File: src/rtl/button_conditioner_if.sv
`default_nettype none
// ============================================================================
// Module      : button_conditioner_if
// Description : Button bus between the raw pin side and the conditioned side.
//               slave modport is the conditioner, master is its user/driver.
//               Bit map: [0] changeMode [1] config [2] changeLight
//                        [3] increaseTime [4] decreaseTime [5] confirm
// Revision    : 1.0 - initial release
// ============================================================================
interface button_conditioner_if #(
    parameter int N_BTN = 6
);
    logic [N_BTN-1:0] btn_raw;
    logic [N_BTN-1:0] btn_level;
    logic [N_BTN-1:0] btn_press;
    logic             tick;

    modport master (
        output btn_raw,
        input  btn_level,
        input  btn_press,
        input  tick
    );

    modport slave (
        input  btn_raw,
        output btn_level,
        output btn_press,
        output tick
    );
endinterface
`default_nettype wire

File: src/rtl/button_conditioner.sv
`default_nettype none
// ============================================================================
// Module      : button_conditioner
// Description : Two-flop synchroniser, tick-based debouncer and press-pulse
//               generator for the push-buttons of the traffic-light controller.
//               Optional auto-repeat for RPT_MASK bits is enabled by defining
//               the macro AUTO_REPEAT_EN.
// Revision    : 1.0 - initial release
// ============================================================================
module button_conditioner #(
    parameter int               N_BTN      = 6,
    parameter int               TICK_DIV   = 125000,
    parameter int               DB_TICKS   = 10,
    parameter int               RPT_DELAY  = 500,
    parameter int               RPT_PERIOD = 100,
    parameter logic [N_BTN-1:0] RPT_MASK   = 6'b011000
) (
    input  wire logic           clk,
    input  wire logic           reset,
    button_conditioner_if.slave btn_if
);

`ifdef AUTO_REPEAT_EN
    localparam bit C_RPT_ON = 1'b1;
`else
    localparam bit C_RPT_ON = 1'b0;
`endif

    localparam int C_MAX_A   = (DB_TICKS > RPT_DELAY) ? DB_TICKS : RPT_DELAY;
    localparam int C_CNT_MAX = (C_MAX_A > RPT_PERIOD) ? C_MAX_A : RPT_PERIOD;
    localparam int CW        = $clog2(C_CNT_MAX + 1);
    localparam int PW        = (TICK_DIV > 1) ? $clog2(TICK_DIV) : 1;

    localparam logic [PW-1:0] C_PRE_LAST = PW'(TICK_DIV - 1);
    localparam logic [CW-1:0] C_DB_LAST  = CW'(DB_TICKS - 1);

    logic [N_BTN-1:0] sync1_q;
    logic [N_BTN-1:0] sync2_q;
    logic [PW-1:0]    pre_q;
    logic             tick_w;
    logic [N_BTN-1:0] level_w;
    logic [N_BTN-1:0] press_w;

    // Two-stage synchroniser for the asynchronous button pins
    always_ff @(posedge clk) begin
        if (reset) begin
            sync1_q <= '0;
            sync2_q <= '0;
        end else begin
            sync1_q <= btn_if.btn_raw;
            sync2_q <= sync1_q;
        end
    end

    // Shared debounce timebase: wraps after TICK_DIV cycles
    always_ff @(posedge clk) begin
        if (reset) begin
            pre_q <= '0;
        end else if (tick_w) begin
            pre_q <= '0;
        end else begin
            pre_q <= pre_q + 1'b1;
        end
    end

    assign tick_w = (pre_q == C_PRE_LAST);

    for (genvar i = 0; i < N_BTN; i++) begin : g_btn
        logic [CW-1:0] db_cnt_q;
        logic [CW-1:0] db_cnt_d;
        logic          level_q;
        logic          level_d;
        logic          rise_w;
        logic          rpt_w;
        logic          press_q;

        // Debounce: count ticks while the synced pin disagrees with the level
        always_comb begin
            db_cnt_d = db_cnt_q;
            level_d  = level_q;
            rise_w   = 1'b0;
            if (sync2_q[i] == level_q) begin
                db_cnt_d = '0;
            end else if (tick_w) begin
                if (db_cnt_q >= C_DB_LAST) begin
                    level_d  = ~level_q;
                    db_cnt_d = '0;
                    rise_w   = ~level_q;
                end else begin
                    db_cnt_d = db_cnt_q + 1'b1;
                end
            end
        end

        // Level, counter and press pulse registers
        always_ff @(posedge clk) begin
            if (reset) begin
                db_cnt_q <= '0;
                level_q  <= 1'b0;
                press_q  <= 1'b0;
            end else begin
                db_cnt_q <= db_cnt_d;
                level_q  <= level_d;
                press_q  <= rise_w | rpt_w;
            end
        end

        if (C_RPT_ON && RPT_MASK[i]) begin : g_rpt
            localparam logic [CW-1:0] C_DLY_LAST = CW'(RPT_DELAY - 1);
            localparam logic [CW-1:0] C_PER_LAST = CW'(RPT_PERIOD - 1);

            logic [CW-1:0] hold_q;
            logic [CW-1:0] hold_d;
            logic          phase_q;
            logic          phase_d;
            logic          fire_w;

            // Hold timer: first repeat after RPT_DELAY ticks, then every
            // RPT_PERIOD ticks; only counts while the level stays pressed
            always_comb begin
                hold_d  = hold_q;
                phase_d = phase_q;
                fire_w  = 1'b0;
                if (!(level_q && level_d)) begin
                    hold_d  = '0;
                    phase_d = 1'b0;
                end else if (tick_w) begin
                    if (hold_q >= (phase_q ? C_PER_LAST : C_DLY_LAST)) begin
                        fire_w  = 1'b1;
                        hold_d  = '0;
                        phase_d = 1'b1;
                    end else begin
                        hold_d = hold_q + 1'b1;
                    end
                end
            end

            // Hold timer registers
            always_ff @(posedge clk) begin
                if (reset) begin
                    hold_q  <= '0;
                    phase_q <= 1'b0;
                end else begin
                    hold_q  <= hold_d;
                    phase_q <= phase_d;
                end
            end

            assign rpt_w = fire_w;
        end else begin : g_norpt
            assign rpt_w = 1'b0;
        end

        assign level_w[i] = level_q;
        assign press_w[i] = press_q;
    end

    assign btn_if.btn_level = level_w;
    assign btn_if.btn_press = press_w;
    assign btn_if.tick      = tick_w;

endmodule
`default_nettype wire

File: src/flat_wrapper.sv
// flat-port wrapper written by rule: the top's interface ports become plain ports
module button_conditioner_flat 
#(
    parameter int               N_BTN      = 6,
    parameter int               TICK_DIV   = 125000,
    parameter int               DB_TICKS   = 10,
    parameter int               RPT_DELAY  = 500,
    parameter int               RPT_PERIOD = 100,
    parameter logic [N_BTN-1:0] RPT_MASK   = 6'b011000
)
  (clk, reset, btn_if_btn_raw, btn_if_btn_level, btn_if_btn_press, btn_if_tick);
  button_conditioner_if #(.N_BTN(N_BTN)) btn_if_i ();
  input  wire logic clk;
  input  wire logic reset;
  input wire logic [$bits(btn_if_i.btn_raw)-1:0] btn_if_btn_raw;
  output wire logic [$bits(btn_if_i.btn_level)-1:0] btn_if_btn_level;
  output wire logic [$bits(btn_if_i.btn_press)-1:0] btn_if_btn_press;
  output wire logic [$bits(btn_if_i.tick)-1:0] btn_if_tick;
  assign btn_if_i.btn_raw = btn_if_btn_raw;
  assign btn_if_btn_level = btn_if_i.btn_level;
  assign btn_if_btn_press = btn_if_i.btn_press;
  assign btn_if_tick = btn_if_i.tick;
  button_conditioner #(.N_BTN(N_BTN), .TICK_DIV(TICK_DIV), .DB_TICKS(DB_TICKS), .RPT_DELAY(RPT_DELAY), .RPT_PERIOD(RPT_PERIOD), .RPT_MASK(RPT_MASK)) u_core (.clk(clk), .reset(reset), .btn_if(btn_if_i));
endmodule
File: config.mk
export PLATFORM = sky130hd
export DESIGN_NAME = button_conditioner_flat
export DESIGN_NICKNAME = d
export VERILOG_FILES = /design/src/rtl/button_conditioner_if.sv /design/src/rtl/button_conditioner.sv /design/src/flat_wrapper.sv
export SDC_FILE = /design/constraint.sdc
export NUM_CORES = 1
export LEC_CHECK = 0
export CORE_UTILIZATION = 45
export CTS_CLUSTER_SIZE = 24
export DETAILED_ROUTE_END_ITERATION = 6
export PLACE_DENSITY_LB_ADDON = 0.25
export SLEW_MARGIN = 10
export SYNTH_ARGS = -nofsm -noshare
export SYNTH_HDL_FRONTEND = slang
export SYNTH_SLANG_ARGS = --single-unit
File: constraint.sdc
create_clock -name clk -period 3.4 [get_ports clk]
set_input_delay 0.34 -clock clk [delete_from_list [all_inputs] [get_ports clk]]
set_output_delay 0.34 -clock clk [all_outputs]
set_load 0.05 [all_outputs]
==> results.md <==
* Core ar. at 9330 sq um
* Worst setup SP type: flip-flop
* Drt total wl at 8.51 mm
* Layout cells sized above 1 at 6.90%
* FP Rows at 35
* Hold crit path type: flip-flop to flip-flop
* Slowest stage delay, CP at 800 ps
* Worst Setup SP: u_core.pre_q[0]$_SDFF_PP0_
* Crit path capture type: output port
* Root buf cell: clkbuf_8
* Synth warn at 0
* Max transition margin at 47.7%
* Ports at 21
* Synth area leaders: dfxtp_1 (43%), nor2_1 (5.2%), ha_1 (3.7%), a21oi_1 (3.6%), or4_1 (3.4%)
* HPWL after DPL at 5.53 mm
* H-tree Lvls at 3
* First-pass GRT wire length at 14.8 mm
* Slowest CP cell: clkdlybuf4s50_1
* Reg-to-reg startpoint: u_core.pre_q[4]$_SDFF_PP0_
* Vias in the first global route at 3327
* # DRC at 0
* Filler cells at 913
* Period utilisation layout at 91.7%
* Critical path type: flip-flop to output port
* Layout Cells excl Fill at 636
* Minimum clock period at 3120 ps
* Clock network power share at 38.9%
* Avg Cell Area, Syn at 8.82 sq um
* Placed Cells at 620
* Switching share of power at 22.4%
* RePlAce Congestion at 0.853
* Combinational share of power at 2.2%
* Starting DRT DRC Count at 152
* First-pass DRT Iterations at 4
* Post-CTS sizing at 0
* Top FF cell, synth: dfxtp_1
* Pwr Density at 397 nW/um^2
* Vias per inst at 5.53
* CP Data Required Time at 3060 ps
* CP top delay family: buffers and inverters
* Fin Clk Skew at 10.2 ps
* ANT cells at 0
* Syn nets at 519
* CTS buffer count at 9
* Post-synth top cells: dfxtp_1 (95), nor2_1 (61), a21oi_1 (32), inv_1 (22), or4_1 (20)
* P&R area growth vs syn at 9.77%
* Pint at 0.00148 W
* Dominant cell type by area after synthesis: dfxtp_1
* Post-synth EDFFs at 0
* Sequential share of power at 58.9%
* PortBufs at 20
* Worst-Margin Slew at 780 ps
* Starting Density at 47.1%
* Sequential area share after synthesis at 43.3%
* Die H at 101 microns
* Die Area at 10200 sq um
* Setup_tns at 0 ps
* Vias post-DR at 3514
* Outcome: finished clean
* IR drop worst, VDD at 0.246 mV
* Fin. max-slew vios at 0
* Min-delay src: u_core.sync1_q[2]$_SDFF_PP0_
* Post-synth cell types at 40
* Arrival time at the worst endpoint at 2780 ps
* Leak pwr at 1.45 nW
* # Post-CTS Setup Buffers at 0
* Cts hold-fix bufs at 0
* Synth Instances at 498
* Clock Sinks at 95
* Synth Register Bits at 95
* CTS tree: built
* Switching pwr at 0.000429 W
* Total grt overflow at 0
* Largest net degree at the start of global routing at 63
* Final setup viols at 0
* Cell chain of the critical path: ha_1, nand3_1, nor4b_1, buf_4, nand2_1, inv_1, clkdlybuf4s50_1
* Hold Vio Cnt, Final at 0
* Clock Tree Buf Depth at 2
* CP bufs+invs at 3
* Final net count at 523
* Final hold slack at 442 ps
* WL/cell at 13.4 microns
* Total track usage at 18.1%
* Clock Latency Late Sink at 360 ps
* Post-route ant nets at 0
* Count leader, synth: dfxtp_1
* Area share of the largest cell type after synthesis at 43.3%
* RSZ-0062 raised after global routing: false
* Die Span X at 101 microns
* Initial antenna violation count at 0
* Max cap viols at 0
* Worst Path Max Fanout at 7
* Netlist Area Pre-Place at 4390 sq um
* Reg clk slew, reported paths at 90 ps
* Maximum clock frequency at 0.321 GHz
* FFs w/ async S/R, synth at 0%
==> per-stage QoR <==
stage,cell area [sq um],total power [W],setup slack (ps),utilization [%]
detailed placement,4630,0.00120,670,49.6
global route,4820,0.00198,102,51.7
global placement,4630,0.00119,690,49.6
finish,4820,0.00191,283,51.7
floorplan,4390,0.00118,1290,-
CTS,4820,0.00194,256,51.7
==> worst register-to-register path, cell delays in order (launching register included) <==
cell and delay [ps]:
dfxtp_1 370, or4b_1 560, or3_2 650, buf_4 350
or4_1 530, a21oi_1 160
==> power groups by stage <==
stage | Sequential [W] | Combinational (W) | Clock, W
2_1_floorplan | 0.00115 | 0.0000276 | 0
3_3_place_gp | 0.00115 | 0.0000420 | 0
3_5_place_dp | 0.00115 | 0.0000431 | 0
4_1_cts | 0.00113 | 0.0000432 | 0.000769
5_1_grt | 0.00113 | 0.0000474 | 0.000809
6_report | 0.00113 | 0.0000426 | 0.000744
==> sequential cells by signal, summed over array words and instances, names as in the netlist <==
name,flops
u_core.g_btn.level_q,6
u_core.sync2_q,6
u_core.sync1_q,6
u_core.pre_q,17
u_core.g_btn.db_cnt_q,54
u_core.g_btn.press_q,6
==> layout make-up <==
type | instances | area [sq um] | share of cell area [%]
clock buffers | 9 | 124 | 2.57
flip-flops and latches | 95 | 1900 | 39.4
well taps | 129 | 161 | 3.35
multi-input cells | 347 | 2230 | 46.2
clock inverters | 7 | 72.6 | 1.50
inverters | 22 | 82.6 | 1.71
repair buffers | 27 | 253 | 5.24
==> placed cells by master (no fill, tap or decap), drive strengths merged, types with 15 or more instances in the layout <==
cell type      synthesis  layout
inv                   22      23
or4                   20      20
dfxtp                 95      95
o31ai                 18      18
nor2                  61      61
nand3                 17      17
or3                   15      15
xnor2                 15      15
a31oi                 19      19
nand2                 15      15
a21oi                 32      32
nand2b                16      16
clkdlybuf4s50          0      20
==> logic make-up after synthesis <==
logic type      share of synthesized area (%)
compound gates                           15.4
flops                                    43.3
fa+ha+maj                                3.70
mux                                      1.37
simple gates                             26.7
xor+xnor                                 3.39
buf+inv                                  6.21
==> layer usage <==
metal,part of all wire [%],vias up,track usage (%)
li1,-,1804,-
met1,46,1658,21.1
met2,50,43,32.6
met3,2.7,9,4.85
met4,1.2,0,5.13
met5,0,-,0
==> worst paths after layout <==
| kind | end | cells past startpoint | slack (ps) |
|---|---|---|---|
| worst max-delay path | btn_if_tick | 7 | 280 |
| worst min-delay path | u_core.sync2_q[2]$_SDFF_PP0_ | 1 | 440 |
| worst max register to register | u_core.g_btn[2].db_cnt_q[6]$_SDFFE_PP0P_ | 5 | 720 |
| worst min register to register | u_core.sync2_q[2]$_SDFF_PP0_ | 1 | 440 |
(Power assumes the default switching activity.)
